--- config.mk ---
export PLATFORM = sky130hd
export DESIGN_NAME = store_v
export DESIGN_NICKNAME = d
export VERILOG_FILES = /design/src/rtl/store_v_pkg.sv /design/src/rtl/store_v.sv
export SDC_FILE = /design/constraint.sdc
export NUM_CORES = 1
export LEC_CHECK = 0
export CORE_MARGIN = 2
export CORE_UTILIZATION = 45
export DETAILED_ROUTE_END_ITERATION = 12
export HOLD_SLACK_MARGIN = 0.12
export PLACE_DENSITY = 0.74
export SKIP_CTS_REPAIR_TIMING = 1
export SLEW_MARGIN = 20
export SYNTH_ARGS = -nofsm -noshare
export SYNTH_HDL_FRONTEND = slang
export SYNTH_SLANG_ARGS = --single-unit
--- constraint.sdc ---
create_clock -name clk -period 3 [get_ports clk]
set_input_delay 0.3 -clock clk [delete_from_list [all_inputs] [get_ports clk]]
set_output_delay 0.3 -clock clk [all_outputs]
set_load 0.05 [all_outputs]
--- src/rtl/store_v_pkg.sv ---
// Shared tinyml memory-side definitions: DRAM address/length widths and the
// transfer state encoding used by both the vector store and vector load blocks.
package store_v_pkg;

  localparam int unsigned DramAddrW = 24;
  localparam int unsigned LenW      = 10;
  // One bit wider than length so a count of 1023+1 never aliases.
  localparam int unsigned CountW    = LenW + 1;

  typedef enum logic [1:0] {
    StIdle,
    StWaitTile,
    StWriting,
    StDone
  } xfer_state_e;

endpackage

--- src/rtl/store_v.sv ---
// Vector store: takes tiles of ELEM_COUNT elements and writes the first `length`
// elements to consecutive DRAM addresses, one write per accepted memory cycle.
module store_v
  import store_v_pkg::*;
#(
  parameter int unsigned TILE_WIDTH = 256,
  parameter int unsigned DATA_WIDTH = 8,
  parameter int unsigned ELEM_COUNT = TILE_WIDTH / DATA_WIDTH
) (
  input  logic                                  clk,
  input  logic                                  rst,
  input  logic                                  valid_in,
  input  logic [DramAddrW-1:0]                  dram_addr,
  input  logic [LenW-1:0]                       length,
  input  logic [ELEM_COUNT-1:0][DATA_WIDTH-1:0] tile_in,
  input  logic                                  tile_valid,
  output logic                                  tile_ready,
  output logic                                  busy,
  output logic                                  valid_out,
  output logic                                  mem_we,
  output logic [DramAddrW-1:0]                  mem_addr,
  output logic [DATA_WIDTH-1:0]                 mem_wdata,
  input  logic                                  mem_ready
);

  localparam int unsigned IdxW = (ELEM_COUNT > 1) ? $clog2(ELEM_COUNT) : 1;

  xfer_state_e                           state_q, state_d;
  logic [DramAddrW-1:0]                  addr_q, addr_d;
  logic [LenW-1:0]                       len_q, len_d;
  logic [CountW-1:0]                     count_q, count_d;
  logic [CountW-1:0]                     count_inc;
  logic [IdxW-1:0]                       idx_q, idx_d;
  logic [ELEM_COUNT-1:0][DATA_WIDTH-1:0] buf_q, buf_d;

  always_comb begin
    state_d   = state_q;
    addr_d    = addr_q;
    len_d     = len_q;
    count_d   = count_q;
    idx_d     = idx_q;
    buf_d     = buf_q;
    count_inc = count_q + CountW'(1);

    unique case (state_q)
      StIdle: begin
        if (valid_in) begin
          addr_d  = dram_addr;
          len_d   = length;
          count_d = '0;
          state_d = (length == '0) ? StDone : StWaitTile;
        end
      end
      StWaitTile: begin
        if (tile_valid) begin
          buf_d   = tile_in;
          idx_d   = '0;
          state_d = StWriting;
        end
      end
      StWriting: begin
        // Everything advances only on an accepted write; a stall holds all state.
        if (mem_ready) begin
          addr_d  = addr_q + DramAddrW'(1);
          idx_d   = idx_q + IdxW'(1);
          count_d = count_inc;
          if (count_inc == CountW'(len_q)) begin
            state_d = StDone;
          end else if (idx_q == IdxW'(ELEM_COUNT - 1)) begin
            state_d = StWaitTile;
          end
        end
      end
      StDone: begin
        state_d = StIdle;
      end
      default: begin
        state_d = StIdle;
      end
    endcase
  end

  always_ff @(posedge clk) begin
    if (rst) begin
      state_q <= StIdle;
      addr_q  <= '0;
      len_q   <= '0;
      count_q <= '0;
      idx_q   <= '0;
      buf_q   <= '0;
    end else begin
      state_q <= state_d;
      addr_q  <= addr_d;
      len_q   <= len_d;
      count_q <= count_d;
      idx_q   <= idx_d;
      buf_q   <= buf_d;
    end
  end

  assign tile_ready = (state_q == StWaitTile);
  assign busy       = (state_q != StIdle);
  assign valid_out  = (state_q == StDone);
  assign mem_we     = (state_q == StWriting);
  assign mem_addr   = addr_q;
  assign mem_wdata  = buf_q[idx_q];

endmodule

==> out/results.txt <==
IO Port Bufs: 330
LEAKAGE: 6.43 nW
max-slew violations: 0
Syn Area/Cell: 8.39 µm²
#FFs+latches synth: 308
CP Max Fanout: 7
pin count of the biggest net entering global routing: 143
highest routed layer: met4
Internal Power: 7.62 mW
TritonCTS Buffers: 34
clk_skew: 0.0221 ns
met2 wire len: 21.2 mm
clock share of power: 41.3%
post-route cell area: 18700 µm²
FILL cells: 2453
1st-pass router iterations: 7
post-synthesis sequential area ratio: 45.0%
leading area contributor after synthesis: dfxtp_1
clk sinks: 308
class of the tightest hold or removal check: input port to flip-flop
Max clock buf depth: 3
first-pass GRT wire length: 66.4 mm
CTS tree: yes
via count: 13200
crit path time final: 3.04 ns
Synth Instances: 1633
# DRC: 0
Unique masters post-synth: 54
syn nets: 1932
Synth top area share: 45.0%
failing checks: setup timing
Final TNS setup: -0.117 ns
GR Overflow Total: 0
Die Width: 178 µm
crit share post-route: 101%
PD cells: 547 nW/µm²
Worst slew margin: 37.5%
sequential share of power: 43.4%
WL/cell: 19.3 µm
worst-skew pair later-pin latency: 0.52 ns
Hold Fails Final Rpt: 0
Layout Nets: 2206
share of cells above drive strength 1: 10.3%
RePlAce Congestion: 0.890
synthesized area: 13700 µm²
pre-CTS setup slack: 0.432 ns
Fmax achieved: 0.329 GHz
GR Util All Layers: 26.9%
FFs w/ async S/R, synth: 0%
RSZ-0062 raised after global routing: yes
Setup CP Type: flip-flop to output pin
initial antenna violation count: 3
CTS root buf: clkbuf_16
IO Count: 331
die area: 31900 µm²
post-route setup slack: -0.0411 ns
Worst Hold Slack: 0.238 ns
Slew @ Worst Pin: 0.937 ns
Rows: 63
VDD IR max: 350 µV
vias in the first global route: 12300
DRT met1 WL: 18.0 mm
CP Capture Type: output pin
sw frac: 25.7%
WP data required: 2.70 ns
starting density of the core: 46.0%
outcome: complete, but fails checks
post-route total power: 10.3 mW
Sw Pwr: 2.63 mW
DP HPWL: 31.8 mm
1st-iter DRT viols: 1387
yosys warns: 0
Comb power frac: 15.2%
Clock transition at path regs: 0.06 ns
Setup-failing EPs final: 4
Core Region: 29800 µm²
Final ANT Viol Nets: 0
CP Launch Type: flip-flop
Post-synth EDFFs: 0
Vert. Die Dim: 178 µm
top post-synthesis cells by area: dfxtp_1 45%, nand2_1 16%, mux4_2 13%
area delta synth->final: 36.8%
max-cap viol count: 0
met3 WL: 4.05 mm
H-tree level count: 2
Vias/cell: 5.67
Main synth FF type: dfxtp_1
data arrival time of the worst path: 2.74 ns
drt total wl: 44.8 mm
Placed Area: 17300 µm²
metal layers:
metal  up-vias  track usage [%]
met5         -                0
met4         0             9.35
met3        91             4.80
met2       650             43.6
met1      6258             36.2
li1       6185                -
cell type report:
type | count | area (µm²) | area share (%)
multi-input cells | 1187 | 6990 | 37.3
flip-flops and latches | 308 | 6170 | 32.9
repair buffers | 372 | 3920 | 20.9
clock buffers | 53 | 1040 | 5.57
well taps | 390 | 488 | 2.60
clock inverters | 7 | 108 | 0.574
inverters | 4 | 15.0 | 0.0801
diodes | 4 | 10.0 | 0.0534
layout by cell type (no fill, tap or decap), types with 6 or more instances in the layout:
cell type | synthesis | routed
clkbuf_8 | 0 | 10
a211oi_1 | 8 | 8
and4_1 | 6 | 6
buf_6 | 4 | 8
clkdlybuf4s50_1 | 0 | 320
nor3_1 | 13 | 13
buf_12 | 0 | 12
or3_1 | 6 | 6
mux2_2 | 8 | 6
nand3_1 | 20 | 20
clkbuf_16 | 0 | 40
nor4_1 | 12 | 12
o21ai_0 | 29 | 29
nand4_1 | 8 | 8
mux4_2 | 80 | 80
xor2_1 | 7 | 7
dfxtp_1 | 308 | 306
nand2_1 | 567 | 566
a21oi_1 | 300 | 300
xnor2_1 | 7 | 7
nor2_1 | 41 | 41
clkbuf_1 | 109 | 8
buf_4 | 0 | 22
and3_1 | 7 | 7
cells in the mapped netlist (5+ instances only):
cell,number
nor3_1,13
xnor2_1,7
and4_1,6
o21ai_0,29
nand3_1,20
a22oi_1,5
buf_1,6
nand4_1,8
xor2_1,7
nand2b_1,5
o31ai_1,5
nand2_1,567
nor2_1,41
a211oi_1,8
buf_2,15
a311oi_1,5
dfxtp_1,308
a21oi_1,300
or3_1,6
nor4_1,12
mux4_2,80
and2_1,6
and3_1,7
clkbuf_1,109
mux2_2,8
cells by family after synthesis:
group,share of synthesized area (%)
buf+inv,4.14
simple gates,21.1
compound gates,14.5
xor+xnor,0.895
flops,45.0
fa+ha+maj,0.365
mux,14.0
metrics by stage:
step	cells	utilization, %
floorplan	1633	-
global placement	2250	58.2
detailed placement	2250	58.2
CTS	2310	62.0
global route	2323	62.9
finish	2325	62.9
path summary, 6_finish.rpt:
check        cells after the start                        end  slack [ns]                     start
min                              2   mem_addr[6]$_SDFFE_PP0P_        0.24                       rst
max                              6               mem_wdata[2]       -0.04     idx_q[0]$_SDFFE_PP0P_
min reg2reg                      2    buf_q[183]$_SDFFE_PP0P_        0.45   buf_q[183]$_SDFFE_PP0P_
max reg2reg                      5  mem_addr[19]$_SDFFE_PP0P_        0.77  mem_addr[7]$_SDFFE_PP0P_
critical path, cell delays in order (launching register included):
cell and delay, ns:
dfxtp_4 0.37, buf_8 0.13, buf_16 0.14, mux4_2 0.55, mux4_2 0.53, mux2_2 0.33, buf_6 0.16
power groups by stage:
stage,clock (mW),sequential [mW],combinational (mW)
floorplan,0,4.61,0.696
global placement,0,4.54,1.50
detailed placement,0,4.54,1.52
CTS,4.28,4.45,1.53
global route,4.47,4.48,1.68
finish,4.24,4.46,1.56
sequential cells by signal (all words and copies together), names as in the netlist:
name,count
len_q,10
state_q,2
idx_q,5
count_q,11
buf_q,256
mem_addr,24
No activity file was read; power rests on OpenSTA's default activity.
